[src/rtl/fork_join_pkg.sv]
// rtl/fork_join_pkg.sv - shared types and defaults for the fork/join dispatcher
package fork_join_pkg;

  localparam int N_CHILD   = 3;
  localparam int TIMEOUT_W = 16;

  typedef enum logic [1:0] {
    JOIN_ALL  = 2'd0,
    JOIN_ANY  = 2'd1,
    JOIN_NONE = 2'd2
  } join_mode_e;

  typedef enum logic [1:0] {
    IDLE   = 2'd0,
    LAUNCH = 2'd1,
    WAIT   = 2'd2,
    FINISH = 2'd3
  } fj_state_e;

  // The reserved encoding 3 behaves like JOIN_ALL.
  function automatic join_mode_e decode_mode(input logic [1:0] m);
    case (m)
      2'd1:    return JOIN_ANY;
      2'd2:    return JOIN_NONE;
      default: return JOIN_ALL;
    endcase
  endfunction

endpackage

[src/rtl/fj_timeout_cnt.sv]
// rtl/fj_timeout_cnt.sv - saturating elapsed-cycle counter with limit compare
module fj_timeout_cnt #(
  parameter int W = 16
) (
  input  logic         clk,
  input  logic         rst,
  input  logic         clear_i,
  input  logic         enable_i,
  input  logic [W-1:0] limit_i,
  output logic [W-1:0] count_o,
  output logic         hit_o
);

  logic [W-1:0] count_q;

  always_ff @(posedge clk or posedge rst) begin
    if (rst) begin
      count_q <= '0;
    end else if (clear_i) begin
      count_q <= '0;
    end else if (enable_i && (count_q != '1)) begin
      count_q <= count_q + W'(1);
    end
  end

  // hit fires on the last permitted cycle so the caller can leave on that edge.
  assign hit_o   = (limit_i != '0) && (count_q == (limit_i - W'(1)));
  assign count_o = count_q;

endmodule

[src/rtl/fork_join_ctrl.sv]
// rtl/fork_join_ctrl.sv - launches child workers and joins them under a selectable policy
module fork_join_ctrl #(
  parameter int N_CHILD   = fork_join_pkg::N_CHILD,
  parameter int TIMEOUT_W = fork_join_pkg::TIMEOUT_W
) (
  input  logic                 clk,
  input  logic                 rst,
  input  logic                 start,
  input  logic [1:0]           mode,
  input  logic [N_CHILD-1:0]   child_mask,
  input  logic [TIMEOUT_W-1:0] timeout_cycles,
  output logic [N_CHILD-1:0]   child_start,
  input  logic [N_CHILD-1:0]   child_done,
  output logic                 busy,
  output logic                 parent_go,
  output logic                 all_done,
  output logic [N_CHILD-1:0]   done_vec,
  output logic                 timeout_err,
  output logic [TIMEOUT_W-1:0] elapsed
);

  import fork_join_pkg::*;

  fj_state_e            state_q;
  join_mode_e           mode_q;
  join_mode_e           start_mode;
  logic [N_CHILD-1:0]   mask_q;
  logic [TIMEOUT_W-1:0] limit_q;
  logic [N_CHILD-1:0]   pending_q;
  logic [N_CHILD-1:0]   done_vec_q;
  logic [N_CHILD-1:0]   child_start_q;
  logic                 go_sent_q;
  logic                 parent_go_q;
  logic                 all_done_q;
  logic                 busy_q;
  logic                 timeout_err_q;

  logic [N_CHILD-1:0]   done_hit;
  logic [N_CHILD-1:0]   pending_d;
  logic [N_CHILD-1:0]   done_vec_d;
  logic                 accept;
  logic                 cnt_hit;
  logic                 timeout_hit;
  logic                 wait_end;
  logic [TIMEOUT_W-1:0] elapsed_cnt;

  assign start_mode  = decode_mode(mode);
  assign accept      = (state_q == IDLE) && start;
  assign done_hit    = child_done & mask_q;
  assign pending_d   = pending_q & ~child_done;
  assign done_vec_d  = done_vec_q | done_hit;
  // Timeout is judged on the pending set before this cycle's dones, so a
  // last-moment done is still recorded yet the run still counts as timed out.
  assign timeout_hit = cnt_hit && (pending_q != '0);
  assign wait_end    = timeout_hit || (pending_d == '0);

  fj_timeout_cnt #(
    .W (TIMEOUT_W)
  ) u_timeout_cnt (
    .clk      (clk),
    .rst      (rst),
    .clear_i  (accept),
    .enable_i (state_q == WAIT),
    .limit_i  (limit_q),
    .count_o  (elapsed_cnt),
    .hit_o    (cnt_hit)
  );

  always_ff @(posedge clk or posedge rst) begin
    if (rst) begin
      state_q       <= IDLE;
      mode_q        <= JOIN_ALL;
      mask_q        <= '0;
      limit_q       <= '0;
      pending_q     <= '0;
      done_vec_q    <= '0;
      child_start_q <= '0;
      go_sent_q     <= 1'b0;
      parent_go_q   <= 1'b0;
      all_done_q    <= 1'b0;
      busy_q        <= 1'b0;
      timeout_err_q <= 1'b0;
    end else begin
      child_start_q <= '0;
      parent_go_q   <= 1'b0;
      all_done_q    <= 1'b0;
      case (state_q)
        IDLE: begin
          if (start) begin
            mode_q        <= start_mode;
            mask_q        <= child_mask;
            limit_q       <= timeout_cycles;
            pending_q     <= child_mask;
            done_vec_q    <= '0;
            timeout_err_q <= 1'b0;
            go_sent_q     <= 1'b0;
            busy_q        <= 1'b1;
            child_start_q <= child_mask;
            state_q       <= LAUNCH;
            // An empty launch completes immediately in every mode.
            if ((child_mask == '0) || (start_mode == JOIN_NONE)) begin
              parent_go_q <= 1'b1;
              go_sent_q   <= 1'b1;
            end
            if (child_mask == '0) begin
              all_done_q <= 1'b1;
            end
          end
        end
        LAUNCH: begin
          if (mask_q == '0) begin
            state_q <= IDLE;
            busy_q  <= 1'b0;
          end else begin
            state_q <= WAIT;
          end
        end
        WAIT: begin
          pending_q  <= pending_d;
          done_vec_q <= done_vec_d;
          if (!go_sent_q && (((mode_q == JOIN_ANY) && (done_hit != '0)) || wait_end)) begin
            parent_go_q <= 1'b1;
            go_sent_q   <= 1'b1;
          end
          if (wait_end) begin
            all_done_q <= 1'b1;
            state_q    <= FINISH;
            if (timeout_hit) begin
              timeout_err_q <= 1'b1;
            end
          end
        end
        FINISH: begin
          state_q <= IDLE;
          busy_q  <= 1'b0;
        end
        default: begin
          state_q <= IDLE;
          busy_q  <= 1'b0;
        end
      endcase
    end
  end

  assign child_start = child_start_q;
  assign busy        = busy_q;
  assign parent_go   = parent_go_q;
  assign all_done    = all_done_q;
  assign done_vec    = done_vec_q;
  assign timeout_err = timeout_err_q;
  assign elapsed     = elapsed_cnt;

endmodule

[config.mk]
export PLATFORM = sky130hd
export DESIGN_NAME = fork_join_ctrl
export DESIGN_NICKNAME = d
export VERILOG_FILES = /design/src/rtl/fork_join_pkg.sv /design/src/rtl/fj_timeout_cnt.sv /design/src/rtl/fork_join_ctrl.sv
export SDC_FILE = /design/constraint.sdc
export NUM_CORES = 1
export LEC_CHECK = 0
export CELL_PAD_IN_SITES_DETAIL_PLACEMENT = 0
export CELL_PAD_IN_SITES_GLOBAL_PLACEMENT = 1
export CORE_AREA = 3 3 87 89
export CTS_BUF_LIST = sky130_fd_sc_hd__clkbuf_4
export DETAILED_ROUTE_END_ITERATION = 6
export DIE_AREA = 0 0 90 92
export GPL_TIMING_DRIVEN = 1
export PLACE_DENSITY_LB_ADDON = 0.1
export RECOVER_POWER = 100
export SLEW_MARGIN = 0
export SYNTH_ARGS = -nofsm -noshare
export SYNTH_HDL_FRONTEND = slang
export SYNTH_SLANG_ARGS = --single-unit
[constraint.sdc]
create_clock -name clk -period 2.8 [get_ports clk]
set_input_delay 0.42 -clock clk [delete_from_list [all_inputs] [get_ports clk]]
set_output_delay 0.42 -clock clk [all_outputs]
set_load 0.05 [all_outputs]
### After elaboration in Yosys (flattened, before gate mapping)

Cells that the tools add are included.

| storage, ports and cells | value |
|---|---|
| register bits after elaboration | 53 |
| bits of input ports | 27 |
| logic and storage cells | 90 |

| cells by class | value |
|---|---|
| add/sub/neg operators | 2 |
| equality and inequality tests | 14 |
| muxes and demuxes | 31 |
| bitwise logic cells | 4 |
| reduce and logical (&&, ||, !) cells | 26 |

Operators with widths:

| kind | number |
|---|---|
| 16-bit two-way mux | 2 |
| 16-bit by 1-bit adder with 16-bit output, second input constant | 1 |
| 16-bit == test | 1 |
| 16-bit inequality test, second input constant | 1 |
| 16-bit nonzero test | 1 |
| 16-bit by 1-bit subtractor with 16-bit output, second input constant | 1 |
| 1-bit two-way mux | 13 |
| 3-bit two-way mux | 4 |
| 3-bit one-hot mux with 2 select lines | 2 |
| 2-bit inequality test, second input constant | 5 |
| 3-bit zero test | 3 |
| 3-bit nonzero test | 3 |
| 2-bit == test, second input constant | 4 |
| 1-bit one-hot mux with 2 select lines | 4 |
| 2-bit one-hot mux with 4 select lines | 1 |
| 3-bit bitwise AND | 2 |
| 2-bit by 1-bit == test with 1-bit output, second input constant | 3 |
| 1-bit logical AND | 6 |
| 2-bit two-way mux | 3 |
| 2-bit AND reduction | 3 |
| 3-bit AND reduction | 2 |
| 2-bit one-hot mux with 2 select lines | 1 |
| 4-bit AND reduction | 1 |
| 2-bit nonzero test | 2 |
| other kinds (6) | 8 |

### Logic depth before layout (Yosys ltp)

| depth | value |
|---|---|
| depth in word-level cells | 9 |
| depth in mapped cells | 10 |
| depth with buffers taken out | 9 |

### By module

A second synthesis with hierarchy kept.

| unflattened totals | value |
|---|---|
| cell total of the unflattened synthesis | 311 |
| area, all modules | 2884.0 µm² |

Modules (own cells, without submodules):

| module | instances | cells each | area each (µm²) | seq. area each (µm²) |
|---|---|---|---|---|
| fork_join_ctrl | 1 | 145 | 1465.2 | 925.9 |
| fj_timeout_cnt | 1 | 166 | 1418.9 | 400.4 |

### Worst setup path before layout

No wires, ideal clock.

| timing path | value |
|---|---|
| path type | register to register |
| start | register u_timeout_cnt.count_q[6] (netlist: u_timeout_cnt.count_o[6]) |
| end | register u_timeout_cnt.count_q[13] (netlist: u_timeout_cnt.count_o[13]) |
| data arrival time | 2.139 ns |
| data required time | 2.668 ns |
| setup slack | 0.529 ns |
| cell stages (with the launch flop) | 9 |
| path buffers | 1 |
| period minus slack after synthesis | 2.271 ns |
| path through | dfrtp_1 -> clkbuf_1 -> and4_1 -> nand4_1 -> o21ai_0 -> nor3_1 -> nand3_1 -> xor2_1 -> nor2_1 |

| between the ends | value |
|---|---|
| word-level cells in the longest chain between the ends | 3 |
| elaborated cells on any way between the ends | 6 |

RTL lines:

| item | line | RTL |
|---|---|---|
| start, declared | fj_timeout_cnt.sv:14 | `logic [W-1:0] count_q;` |
| start signal, assigned | fj_timeout_cnt.sv:22 | `count_q <= count_q + W'(1);` |
| 16-bit by 1-bit adder with 16-bit output / 16-bit inequality test (equally long branches) | fj_timeout_cnt.sv:22, fj_timeout_cnt.sv:21 |  |
| 16-bit two-way mux / 1-bit logical AND (equally long branches) | fj_timeout_cnt.sv:21 | `end else if (enable_i && (count_q != '1)) begin` |
| 16-bit two-way mux / 2-bit nonzero test (equally long branches) | -- |  |

Several ways; a longest one is shown, not always the timed one. The select of a mux whose other input is x is not followed.
A chain may end at the register's enable or synchronous reset.

### Worst setup path after layout

| timing path | value |
|---|---|
| start | register limit_q[2] |
| end | register go_sent_q |

| between the ends | value |
|---|---|
| word-level cells in the longest chain between the ends | 9 |
| elaborated cells on any way between the ends | 10 |

RTL lines:

| item | line | RTL |
|---|---|---|
| start, declared | fork_join_ctrl.sv:28 | `logic [TIMEOUT_W-1:0] limit_q;` |
| start signal, assigned | fork_join_ctrl.sv:92 | `limit_q <= timeout_cycles;` |
| 16-bit by 1-bit subtractor with 16-bit output | fj_timeout_cnt.sv:27 | `assign hit_o = (limit_i != '0) && (count_q == (limit_i - W'(1)));` |
| 16-bit == test | fj_timeout_cnt.sv:27 |  |
| 1-bit logical AND * | fj_timeout_cnt.sv:27 |  |
| 1-bit logical AND * | fork_join_ctrl.sv:54 | `assign timeout_hit = cnt_hit && (pending_q != '0);` |
| 1-bit logical OR * | fork_join_ctrl.sv:55 | `assign wait_end = timeout_hit \|\| (pending_d == '0);` |
| 1-bit logical OR * | fork_join_ctrl.sv:121 | `if (!go_sent_q && (((mode_q == JOIN_ANY) && (done_hit != '0)) \|\| wait_end)) begin` |
| 1-bit logical AND * | fork_join_ctrl.sv:121 |  |
| 2-bit inequality test (no line) * | -- |  |
| 3-bit AND reduction (no line) * | -- |  |
| end signal, assigned | fork_join_ctrl.sv:96 | `go_sent_q <= 1'b0;` |
| end signal, assigned | fork_join_ctrl.sv:103 | `go_sent_q <= 1'b1;` |
| end signal, assigned | fork_join_ctrl.sv:123 | `go_sent_q <= 1'b1;` |
| end, declared | fork_join_ctrl.sv:32 | `logic go_sent_q;` |

Every way passes the cells marked *; elsewhere a longest branch is shown, timed or not.

==> results.md <==
- Post-route insts no fill: 466
- GP Congestion: 0.882
- Residual DRC count: 0
- Most common cell after layout, fill and taps aside: nand2_1
- Startpoint Class: flip-flop
- Num rows: 30
- Post-synthesis mux area share: 1.48%
- Number of synthesized flops with an enable pin: 0
- Fillers: 706
- Period utilization: 83.3%
- Rel. slew slack: 37.6%
- Hold Vio Cnt, Final: 0
- Wire per inst: 15.2 um
- CP required: 3100 ps
- Logic pwr share: 45.1%
- CTS clk-pin slew, worst paths: 150 ps
- Post-synth ARST share: 100%
- Area growth syn-to-layout: 25.7%
- CTS root buf: clkbuf_4
- Synth warn: 0
- Sequential share of power: 41.1%
- Worst-Margin Slew: 935 ps
- Commonest non-fill, non-tap cells in the layout: nand2_1 (56), dfrtp_1 (53), nor2_1 (31)
- Hold_sp: mode_q[0]$_DFFE_PP0P_
- Crit path time final: 2330 ps
- H-tree depth reported by CTS: 2
- Syn Nets: 341
- Crit. End Element: flip-flop
- Reg-to-reg startpoint: limit_q[2]$_DFFE_PP0P_
- Clock buffer depth: 2
- Post-layout nets: 398
- Setup TNS: 0 ps
- Main combinational cell family by area after synthesis: simple AND/OR/NAND/NOR gates
- Post-DP HPWL: 5310 um
- Biggest cell delay along the critical path: 480 ps
- Post-Synthesis Cell Area: 2800 um2
- Gate Count Post-Synth: 312
- Worst Hold Path EP: mode_q[0]$_DFFE_PP0P_
- Slew Limit Fails: 0
- Max cap viols: 0
- Number of global-route vias before repair: 2369
- Crit-path max FO: 6
- # diodes: 0
- GRT Total Usage: 18.3%
- Final WL: 7080 um
- GRT Residual Overflow: 0
- Routed vias/inst: 5.05
- FF-to-FF End: go_sent_q$_DFFE_PP0P_
- Worst hold-check path type: reg2reg
- Leakage: 1.64 nW
- Die Span Y: 92 um
- Switching pwr: 1.38 mW
- Synth Area in Simple Gates: 25.8%
- TritonCTS clock tree: built
- Status: finished, final reports clean
- Die ar.: 8280 um2
- Placed insts: 458
- CP arrival: 2630 ps
- Num Clock Sinks: 53
- Die width: 90 um
- Top FF cell, synth: dfrtp_1
- Max Fclk: 429 MHz
- Hold path cells: 2
- Reg2reg setup slack: 470 ps
- TritonCTS buffer count: 5
- Fraction of layout cells with a size suffix above 1: 4.05%
- PD cells: 897 nW/um2
- Internal: 1.78 mW
- Via count: 2355
- CP Cell Sequence: nor4_4 -> nand2_2 -> or4_1 -> o21ai_0 -> and3_1 -> nand4_1 -> a41oi_1
- Initial antenna violation count: 0
- Post-CTS Setup Bufs: 0
- Unrepaired setup endpoints after global routing: false
- Post-Synth XOR/XNOR Area: 10.3%
- Avg Inst Size Synth: 8.97 um2
- Starting Density: 41.0%
- Yosys reg bits: 53
- VDD IR-drop max: 0.000446 V
- Layout Skew: 16.9 ps
- Antenna viol nets, final: 0
- Worst-skew pair later-pin latency: 370 ps
- Pre-antenna DRT Iters: 4
- Global-route wire length before repair: 12200 um
- Compound-Gate Fraction of Synth Area: 11.4%
- Clock power frac: 13.8%
- # port buffers: 52
- Resized cells post-CTS: 0
- Register area: 1330 um2
- Initial DRC Count: 74
- Footprint of the multi-input gates: 1380 um2
- Post-CTS Hold Fix Bufs: 0
- Synth Area in Adders: 0.894%
- Cell variety after synth: 40
- Critical path's slowest cell: dfrtp_1
- Core Area: 6830 um2
- Maximum number of pins on one net before global-route repair: 26
- Critical path type: reg2reg
- Final Setup Violations: 0
- IO Count: 53
- Worst r2r path cells: 7
- Switching part of the total: 43.7%
- Register area share after synthesis: 47.4%
[metal layers]
layer,track usage [%],part of all wire (%),vias up
li1,-,-,1191
met5,0,0,-
met1,26.7,51,1125
met3,4.59,3.4,4
met2,27.4,45,35
met4,3.95,0.80,0
[state kept, by name, summed over array words and instances, names as in the netlist, named ones only]
register               cells
limit_q                   16
u_timeout_cnt.count_o     16
child_start                3
done_vec                   3
mask_q                     3
pending_q                  3
mode_q                     2
all_done                   1
busy                       1
go_sent_q                  1
parent_go                  1
state_q                    1
timeout_err                1
[synth_stat cells, drive strengths merged, types with 7 or more instances]
cell    count  share of area (%)
nand2      57                7.7
dfrtp      53                 47
xor2       17                5.3
inv         7               0.94
o21ai      24                4.3
nand4       9                2.2
nand3      10                1.8
nor3        9                1.6
clkbuf     13                1.7
xnor2      16                5.0
nor2       31                4.2
a31oi       8                1.8
a21oi       8                1.4
[worst max-delay path: cells and delay by family (launching register included)]
family	cells	cell delay, ps
DFF	1	480
AOI/OAI and AO/OA	2	430
and+or+nand+nor	5	1350
[cells by family (layout without fill, tap and decap cells)]
logic type,Yosys count,count (layout)
AOI/OAI and AO/OA,53,53
xor gates and xnor gates,33,33
adders and majority gates,2,2
buffers and inverters,20,78
DFF,53,53
muxes,4,4
and+or+nand+nor,147,147
[area by class of cell]
cell class,count,share of cell area [%]
flip-flops and latches,53,37.7
multi-input cells,239,39.3
clock inverters,3,1.24
inverters,7,0.747
clock buffers,5,1.07
well taps,96,3.41
repair buffers,63,16.5
[worst max-delay path by stage]
| stage | from | end | slack (ps) | depth (start not counted) |
|---|---|---|---|---|
| 3_5_place_dp | limit_q[2]$_DFFE_PP0P_ | go_sent_q$_DFFE_PP0P_ | 590 | 7 |
| 5_1_grt | limit_q[6]$_DFFE_PP0P_ | go_sent_q$_DFFE_PP0P_ | 250 | 7 |
| 6_report | limit_q[2]$_DFFE_PP0P_ | go_sent_q$_DFFE_PP0P_ | 470 | 7 |
| 2_1_floorplan | u_timeout_cnt.count_o[6]$_DFFE_PP0P_ | u_timeout_cnt.count_o[13]$_DFFE_PP0P_ | 530 | 8 |
| 3_3_place_gp | limit_q[2]$_DFFE_PP0P_ | go_sent_q$_DFFE_PP0P_ | 640 | 7 |
| 4_1_cts | u_timeout_cnt.count_o[2]$_DFFE_PP0P_ | elapsed[2] | 520 | 1 |
[power groups by stage]
| stage | registers [mW] | logic (mW) | clock network [mW] |
|---|---|---|---|
| CTS | 1.30 | 1.49 | 0.462 |
| detailed placement | 1.31 | 1.49 | 0 |
| finish | 1.30 | 1.42 | 0.436 |
| global placement | 1.31 | 1.48 | 0 |
| floorplan | 1.41 | 0.894 | 0 |
| global route | 1.35 | 1.60 | 0.492 |
[per-stage QoR]
step | instance area, um2 | hold slack [ps] | worst slack [ps] | power [mW] | util (%)
floorplan | 2800 | 431 | 529 | 2.31 | -
global placement | 3470 | 449 | 638 | 2.80 | 50.8
detailed placement | 3470 | 461 | 594 | 2.80 | 50.8
CTS | 3550 | 375 | 517 | 3.26 | 52.0
global route | 3520 | 525 | 245 | 3.44 | 51.5
finish | 3520 | 491 | 468 | 3.16 | 51.5
Power figures use the tool's default switching activity.
